[config.mk]
export PLATFORM = sky130hd
export DESIGN_NAME = temporal_spike_encoder
export DESIGN_NICKNAME = d
export VERILOG_FILES = /design/src/rtl/temporal_enc_pkg.sv /design/src/rtl/spike_line_cell.sv /design/src/rtl/temporal_spike_encoder.sv
export SDC_FILE = /design/constraint.sdc
export NUM_CORES = 1
export LEC_CHECK = 0
export ABC_AREA = 1
export BUFFER_PORTS_ARGS = -buffer_cell sky130_fd_sc_hd__buf_2
export CORE_ASPECT_RATIO = 0.75
export CORE_UTILIZATION = 45
export CTS_BUF_LIST = sky130_fd_sc_hd__clkbuf_2 sky130_fd_sc_hd__clkbuf_4 sky130_fd_sc_hd__clkbuf_8
export CTS_CLUSTER_DIAMETER = 60
export DETAILED_ROUTE_END_ITERATION = 10
export GPL_TIMING_DRIVEN = 0
export PLACE_DENSITY = 0.66
export SLEW_MARGIN = 10
export SYNTH_ARGS = -nofsm -noshare
export SYNTH_HDL_FRONTEND = slang
export SYNTH_SLANG_ARGS = --single-unit
[constraint.sdc]
create_clock -name clk -period 5.6 [get_ports clk]
set_input_delay 0.84 -clock clk [delete_from_list [all_inputs] [get_ports clk]]
set_output_delay 0.84 -clock clk [all_outputs]
set_load 0.02 [all_outputs]
[src/rtl/temporal_enc_pkg.sv]
// Shared definitions for the temporal spike encoder.
//   enc_state_t  : window sequencing states (IDLE, RUN, FLUSH)
//   FLUSH_CNT_W  : width of the gamma-reset (flush) counter
//   DEFAULT_VAL_W: default value width; window length is 2**VAL_W cycles
//   maxv_of()    : the "no spike" value (2**VAL_W-1) for a given value width
package temporal_enc_pkg;

    typedef enum logic [1:0] {
        IDLE  = 2'd0,
        RUN   = 2'd1,
        FLUSH = 2'd2
    } enc_state_t;

    localparam int FLUSH_CNT_W   = 8;
    localparam int DEFAULT_VAL_W = 6;

    function automatic int maxv_of(input int val_w);
        return (1 << val_w) - 1;
    endfunction

endpackage

[src/rtl/spike_line_cell.sv]
// One spike line: holds the line's latched value and its sticky spike flop.
// Ports:
//   clk, rst   : clock, asynchronous active-high reset
//   i_load     : latch i_value and return the line high (window start)
//   i_value    : value for this line (spike time in cycles)
//   i_count    : shared window cycle counter
//   i_run      : encoder is in RUN
//   i_flush    : last RUN edge; line returns high
//   o_spike    : line output, idle 1, spike is a 1->0 edge
module spike_line_cell
    import temporal_enc_pkg::*;
#(
    parameter int VAL_W = DEFAULT_VAL_W
) (
    input  logic             clk,
    input  logic             rst,
    input  logic             i_load,
    input  logic [VAL_W-1:0] i_value,
    input  logic [VAL_W-1:0] i_count,
    input  logic             i_run,
    input  logic             i_flush,
    output logic             o_spike
);

    localparam logic [VAL_W-1:0] MAXV = VAL_W'(maxv_of(VAL_W));

    logic [VAL_W-1:0] r_val;
    logic             r_spike;

    // Flush has priority over a match on the same edge so every line is
    // guaranteed high when gamma_rst asserts.
    always_ff @(posedge clk or posedge rst) begin
        if (rst) begin
            r_val   <= '0;
            r_spike <= 1'b1;
        end else if (i_load) begin
            r_val   <= i_value;
            r_spike <= 1'b1;
        end else if (i_flush) begin
            r_spike <= 1'b1;
        end else if (i_run && (i_count == r_val) && (r_val != MAXV)) begin
            r_spike <= 1'b0;
        end
    end

    assign o_spike = r_spike;

endmodule

[src/rtl/temporal_spike_encoder.sv]
// Edge-time spike encoder: each window, every line makes one 1->0 transition
// a number of cycles after window start equal to its value, then all lines
// return high and gamma_rst is pulsed for RST_CYCLES cycles.
// Ports:
//   clk, rst   : clock, asynchronous active-high reset
//   in_valid   : values_in carries a window vector
//   in_ready   : encoder can accept a vector (IDLE only)
//   values_in  : packed values, line i at [i*VAL_W +: VAL_W]
//   spikes_out : spike lines, idle high
//   busy       : high in RUN and FLUSH
//   gamma_rst  : downstream neuron reset, high during FLUSH
//   done       : one-cycle pulse when a window completes
module temporal_spike_encoder
    import temporal_enc_pkg::*;
#(
    parameter int NUM_LINES  = 16,
    parameter int VAL_W      = DEFAULT_VAL_W,
    parameter int RST_CYCLES = 4
) (
    input  logic                       clk,
    input  logic                       rst,
    input  logic                       in_valid,
    output logic                       in_ready,
    input  logic [NUM_LINES*VAL_W-1:0] values_in,
    output logic [NUM_LINES-1:0]       spikes_out,
    output logic                       busy,
    output logic                       gamma_rst,
    output logic                       done
);

    localparam logic [VAL_W-1:0]       MAXV       = VAL_W'(maxv_of(VAL_W));
    localparam logic [FLUSH_CNT_W-1:0] FLUSH_LAST = FLUSH_CNT_W'(RST_CYCLES - 1);

    enc_state_t             r_state, w_state_next;
    logic [VAL_W-1:0]       r_count, w_count_next;
    logic [FLUSH_CNT_W-1:0] r_fcnt, w_fcnt_next;
    logic                   r_in_ready, w_in_ready_next;
    logic                   r_busy, w_busy_next;
    logic                   r_gamma, w_gamma_next;
    logic                   r_done, w_done_next;
    logic                   w_load;
    logic                   w_run_end;
    logic                   w_run;

    always_ff @(posedge clk or posedge rst) begin
        if (rst) begin
            r_state    <= IDLE;
            r_count    <= '0;
            r_fcnt     <= '0;
            r_in_ready <= 1'b0;
            r_busy     <= 1'b0;
            r_gamma    <= 1'b0;
            r_done     <= 1'b0;
        end else begin
            r_state    <= w_state_next;
            r_count    <= w_count_next;
            r_fcnt     <= w_fcnt_next;
            r_in_ready <= w_in_ready_next;
            r_busy     <= w_busy_next;
            r_gamma    <= w_gamma_next;
            r_done     <= w_done_next;
        end
    end

    always_comb begin
        w_state_next = r_state;
        w_count_next = r_count;
        w_fcnt_next  = r_fcnt;
        w_gamma_next = 1'b0;
        w_done_next  = 1'b0;
        w_load       = 1'b0;
        w_run_end    = 1'b0;
        case (r_state)
            IDLE: begin
                // r_in_ready is low in the first cycle after reset, so no
                // vector is taken until in_ready is actually visible.
                if (in_valid && r_in_ready) begin
                    w_load       = 1'b1;
                    w_count_next = '0;
                    w_state_next = RUN;
                end
            end
            RUN: begin
                w_count_next = r_count + 1'b1;
                if (r_count == MAXV) begin
                    w_run_end    = 1'b1;
                    w_gamma_next = 1'b1;
                    w_fcnt_next  = '0;
                    w_state_next = FLUSH;
                end
            end
            FLUSH: begin
                w_gamma_next = 1'b1;
                w_fcnt_next  = r_fcnt + 1'b1;
                if (r_fcnt == FLUSH_LAST) begin
                    w_gamma_next = 1'b0;
                    w_done_next  = 1'b1;
                    w_state_next = IDLE;
                end
            end
            default: begin
                w_state_next = IDLE;
            end
        endcase
        // Status outputs are registered from the next state so they line up
        // with the state register rather than lagging it by a cycle.
        w_in_ready_next = (w_state_next == IDLE);
        w_busy_next     = (w_state_next != IDLE);
    end

    assign w_run = (r_state == RUN);

    generate
        for (genvar gi = 0; gi < NUM_LINES; gi++) begin : g_line
            spike_line_cell #(
                .VAL_W (VAL_W)
            ) u_cell (
                .clk     (clk),
                .rst     (rst),
                .i_load  (w_load),
                .i_value (values_in[gi*VAL_W +: VAL_W]),
                .i_count (r_count),
                .i_run   (w_run),
                .i_flush (w_run_end),
                .o_spike (spikes_out[gi])
            );
        end
    endgenerate

    assign in_ready  = r_in_ready;
    assign busy      = r_busy;
    assign gamma_rst = r_gamma;
    assign done      = r_done;

endmodule
Word-level counts from Yosys, hierarchy flattened --
Cells that the tools add are included.
Word-level totals: register bits 132, input port bits 99
Operators by class: add/subtract/negate cells 2, equal/unequal tests 38, multiplexer cells 64, reductions and logical operators 56
Operators with widths (number):
- $eq A6 B6 Y1 | 16
- $ne A6 B6 Y1 const B | 16
- $mux W1 | 55
- $reduce_bool A3 Y1 | 16
- $logic_and A1 B1 Y1 | 33
- $pmux W8 S2 | 1
- $pmux W6 S2 | 1
- $add A8 B1 Y8 const B | 1
- $eq A8 B2 Y1 const B | 1
- $mux W8 | 1
- $add A6 B1 Y6 const B | 1
- $eq A6 B6 Y1 const B | 1
- $mux W2 | 3
- $mux W6 | 1
- $pmux W2 S3 | 1
- $reduce_bool A2 Y1 | 3
- $logic_not A2 Y1 | 2
- $ne A2 B2 Y1 const B | 2
- $reduce_and A2 Y1 | 2
- $eq A2 B1 Y1 const B | 1
- $eq A2 B2 Y1 const B | 1
- $pmux W1 S2 | 1

Depth between registers and ports, before layout --
depth in word-level cells 6, depth in mapped cells 9

By module --
Synthesis repeated with hierarchy kept, for this count alone.
Second synthesis, totals: cells, all modules 1110, area total of the unflattened synthesis 7647.3 µm²
By module, submodules not included:
- spike_line_cell | instances 16, cells each 60, area each 401.6 µm², sequential area each 176.4 µm²
- temporal_spike_encoder | instances 1, cells each 150, area each 1221.2 µm², sequential area each 500.5 µm²

Worst setup path after synthesis --
OpenSTA, ideal clock, no wires.
path type input port to flip-flop, start input port in_valid, end register g_line[11].u_cell.r_val[5], arrival time 1.556 ns, setup slack 3.978 ns, stages 5, cell sequence nand3_2 > buf_2 > buf_1 > nand2_1 > nand2_1
On the way: word-level cells in the longest chain between the ends 3
Ends and longest elaborated chain:
- start: declaration | line temporal_spike_encoder.sv:22 | input logic in_valid,
- $logic_and A1 B1 Y1 | line temporal_spike_encoder.sv:77 | if (in_valid && r_in_ready) begin
- $mux W1 | line temporal_spike_encoder.sv:77
- $mux W1 | line temporal_spike_encoder.sv:73 | case (r_state)
- end signal: assignment | line spike_line_cell.sv:37 | r_val <= i_value;
- end: declaration | line spike_line_cell.sv:27 | logic [VAL_W-1:0] r_val;
No other way between the ends. A chain may end at the register's enable or synchronous reset.

Worst setup path in the final report --
start register r_state[1], end register g_line[4].u_cell.r_val[3]
On the way: word-level cells in the longest chain between the ends 2
Ends and longest elaborated chain:
- start: declaration | line temporal_spike_encoder.sv:34 | enc_state_t r_state, w_state_next;
- start signal: assignment | line temporal_spike_encoder.sv:55 | r_state <= w_state_next;
- $logic_not A2 Y1 | line temporal_spike_encoder.sv:73
- $mux W1 | line temporal_spike_encoder.sv:73
- end signal: assignment | line spike_line_cell.sv:37
- end: declaration | line spike_line_cell.sv:27
No other way between the ends.

==> qor.csv <==
metric,value,unit
crit_required,5.90,ns
outcome,"finished, final reports clean",
coreArea,15300,sq um
firstDrtPassIters,5,
startpoint_type,flop,
post_cts_buffers,0,
drtIter0Drc,532,
p_leak,4.35,nW
grt_overflow,0,
antennaDiodeCount,0,
synth_xor_area_share,3.86,%
fin_crit_sh,38.5,%
synth-adder-area-share,1.07,%
routedWlPerCell,15.7,um
viasPerCell,5.03,
area_delta_synth_final,18.1,%
min_path_type,in2async,
synth_fp_nets,1035,
grt_pass1_vias,5922,
postRouteAntennaNets,0,
place_congestion,0.868,
synthTopCellsByArea,"dfrtp_1 (41%), nand2_1 (20%), dfstp_2 (6.0%), o21ai_0 (4.4%), nor2_1 (3.8%)",
cts_buffers,17,
synth_cells,930,
synth_cell_types,33,
cp-end-kind,flop,
ios,119,
final_cell_mix,"nand2_1 (373), buf_2 (133), dfrtp_1 (116)",
cts_resized,0,
setup_tns,0,ns
vias,6469,
antenna_found_initial,0,
syn_area,7040,sq um
holdWs,0.424,ns
synth-edff-count,0,
cts_tree,yes,
synth.mux.area_fraction,0,%
yosys.area_share.simple,31.8,%
rows,39,
cts_max_path_buffers,2,
drc,0,
path_class,reg2reg,
max_freq,463,MHz
setup_viol,0,
die_area,16100,sq um
final.min_clock_period,2.16,ns
max_slew.worst_pin.slew,0.665,ns
arrival,2.46,ns
hold_viol_final,0,
yosysWarningCount,0,
clock_sinks,132,
postCtsHoldBufs,0,
grt_max_degree,81,
timing.slew.headroom,55.7,%
ys_seq_elements,132,
skew,0.0109,ns
syn_avg_cell_area,7.57,sq um
synth_compound_area_share,7.15,%
place_inst,1254,
nets,1173,
grt_usage,26.8,%
fp.dieW,146,um
drive_gt1_share,22.0,%
synth_flop_cell,dfrtp_1,
clock_latency,0.46,ns
start_util,46.1,%
die_y,110,um
powerDensity,505,nW/um^2
grt_pass1_wl,32000,um
cap_violations,0,
synthArstFlopShare,100,%
dp_hpwl,14100,um
netlist.top_cell.by_area,dfrtp_1,
drt-total-wl,20200,um
synth_top_area_share,41.3,%
mostFrequentLayoutCell,nand2_1,
fin_cells,1285,
yosysSeqAreaShare,47.2,%
crit_path_max_fanout,10,
grt_setup_unrepaired,no,
r2r_slack,3.44,ns
clkTransAtPathRegs,0.08,ns
total_power,4.20,mW
root_buffer,clkbuf_8,
port_buffers,118,
fillers,1500,
htreeDepth,4,
synth_top_family_by_area,simple AND/OR/NAND/NOR gates,
maxSlewViolCount,0,
vdd_drop_max,0.219,mV
[metrics by stage]
step                      utilization, %  setup slack, ns  instance area, sq um
after floorplan                        -             1.26                  7040
after global placement              51.6           -0.398                  7880
after detailed placement            51.8             3.31                  7920
after CTS                           54.4             3.46                  8310
after global routing                54.4             3.29                  8310
final                               54.4             3.44                  8310
[Yosys cell counts, types with 3 or more instances]
master	count
o211ai_1	3
o21ai_0	62
ha_1	6
xnor2_1	10
dfstp_2	16
nand4_1	24
buf_6	4
xor2_1	21
o22ai_1	14
nand3_1	41
nand2_1	373
inv_1	62
buf_4	29
buf_2	15
inv_2	7
dfrtp_1	116
nor2_1	72
a21oi_1	9
or2_2	8
nor3_1	19
clkbuf_1	7
[per-layer routing]
layer	vias to the layer above	share of wire (%)	GRT usage, %
li1	3208	-	-
met1	2980	49	40.3
met2	254	41	37.6
met4	0	1.7	9.00
met3	27	7.9	6.01
met5	-	0	0
[cell type report]
| class | count | area (sq um) | share of cell area [%] |
|---|---|---|---|
| Sequential cell | 132 | 3320 | 40.0 |
| Multi-Input combinational cell | 673 | 3090 | 37.1 |
| Clock buffer | 26 | 320 | 3.85 |
| Inverter | 69 | 264 | 3.18 |
| Clock inverter | 5 | 75.1 | 0.903 |
| Timing Repair Buffer | 119 | 618 | 7.44 |
| Buffer | 56 | 368 | 4.43 |
| Tap cell | 205 | 256 | 3.09 |
[kinds of logic (layout without fill, tap and decap cells)]
| group | count (synthesis) | in the layout |
|---|---|---|
| and+or+nand+nor | 543 | 543 |
| DFF | 132 | 132 |
| buffers and inverters | 125 | 275 |
| AOI/OAI and AO/OA | 93 | 93 |
| xor gates and xnor gates | 31 | 31 |
| adders and majority gates | 6 | 6 |
[flip-flops by register name (all words and copies together), names as in the netlist]
register / cells
r_state: 2
busy: 1
r_count: 6
in_ready: 1
g_line.u_cell.r_val: 96
r_fcnt: 8
g_line.u_cell.o_spike: 16
gamma_rst: 1
done: 1
[power by group]
part,internal [mW],switching (mW),total (mW)
Combinational,0.636,1.00,1.64
Sequential,1.36,0.372,1.74
Clock,0.456,0.367,0.823
Total,2.46,1.74,4.20
[final timing paths]
path | start | end | cells after the start
worst max-delay path | r_state[1] | g_line[4].u_cell.r_val[3] | 6
worst min-delay path | rst | g_line[13].u_cell.r_val[2] | 2
worst max register to register | r_state[1] | g_line[4].u_cell.r_val[3] | 6
worst min register to register | g_line[6].u_cell.o_spike | g_line[6].u_cell.o_spike | 2
max in group asynchronous | rst | g_line[14].u_cell.o_spike | 3
min in group clk | g_line[6].u_cell.o_spike | g_line[6].u_cell.o_spike | 2
[worst max-delay path, cell delays in order (launching register included)]
cell      delay (ns)
dfrtp_1         0.43
inv_1           0.11
ha_1            0.26
nand3_2         0.26
inv_2           0.23
clkbuf_1        0.54
o21ai_0         0.17
(Power assumes the default switching activity.)
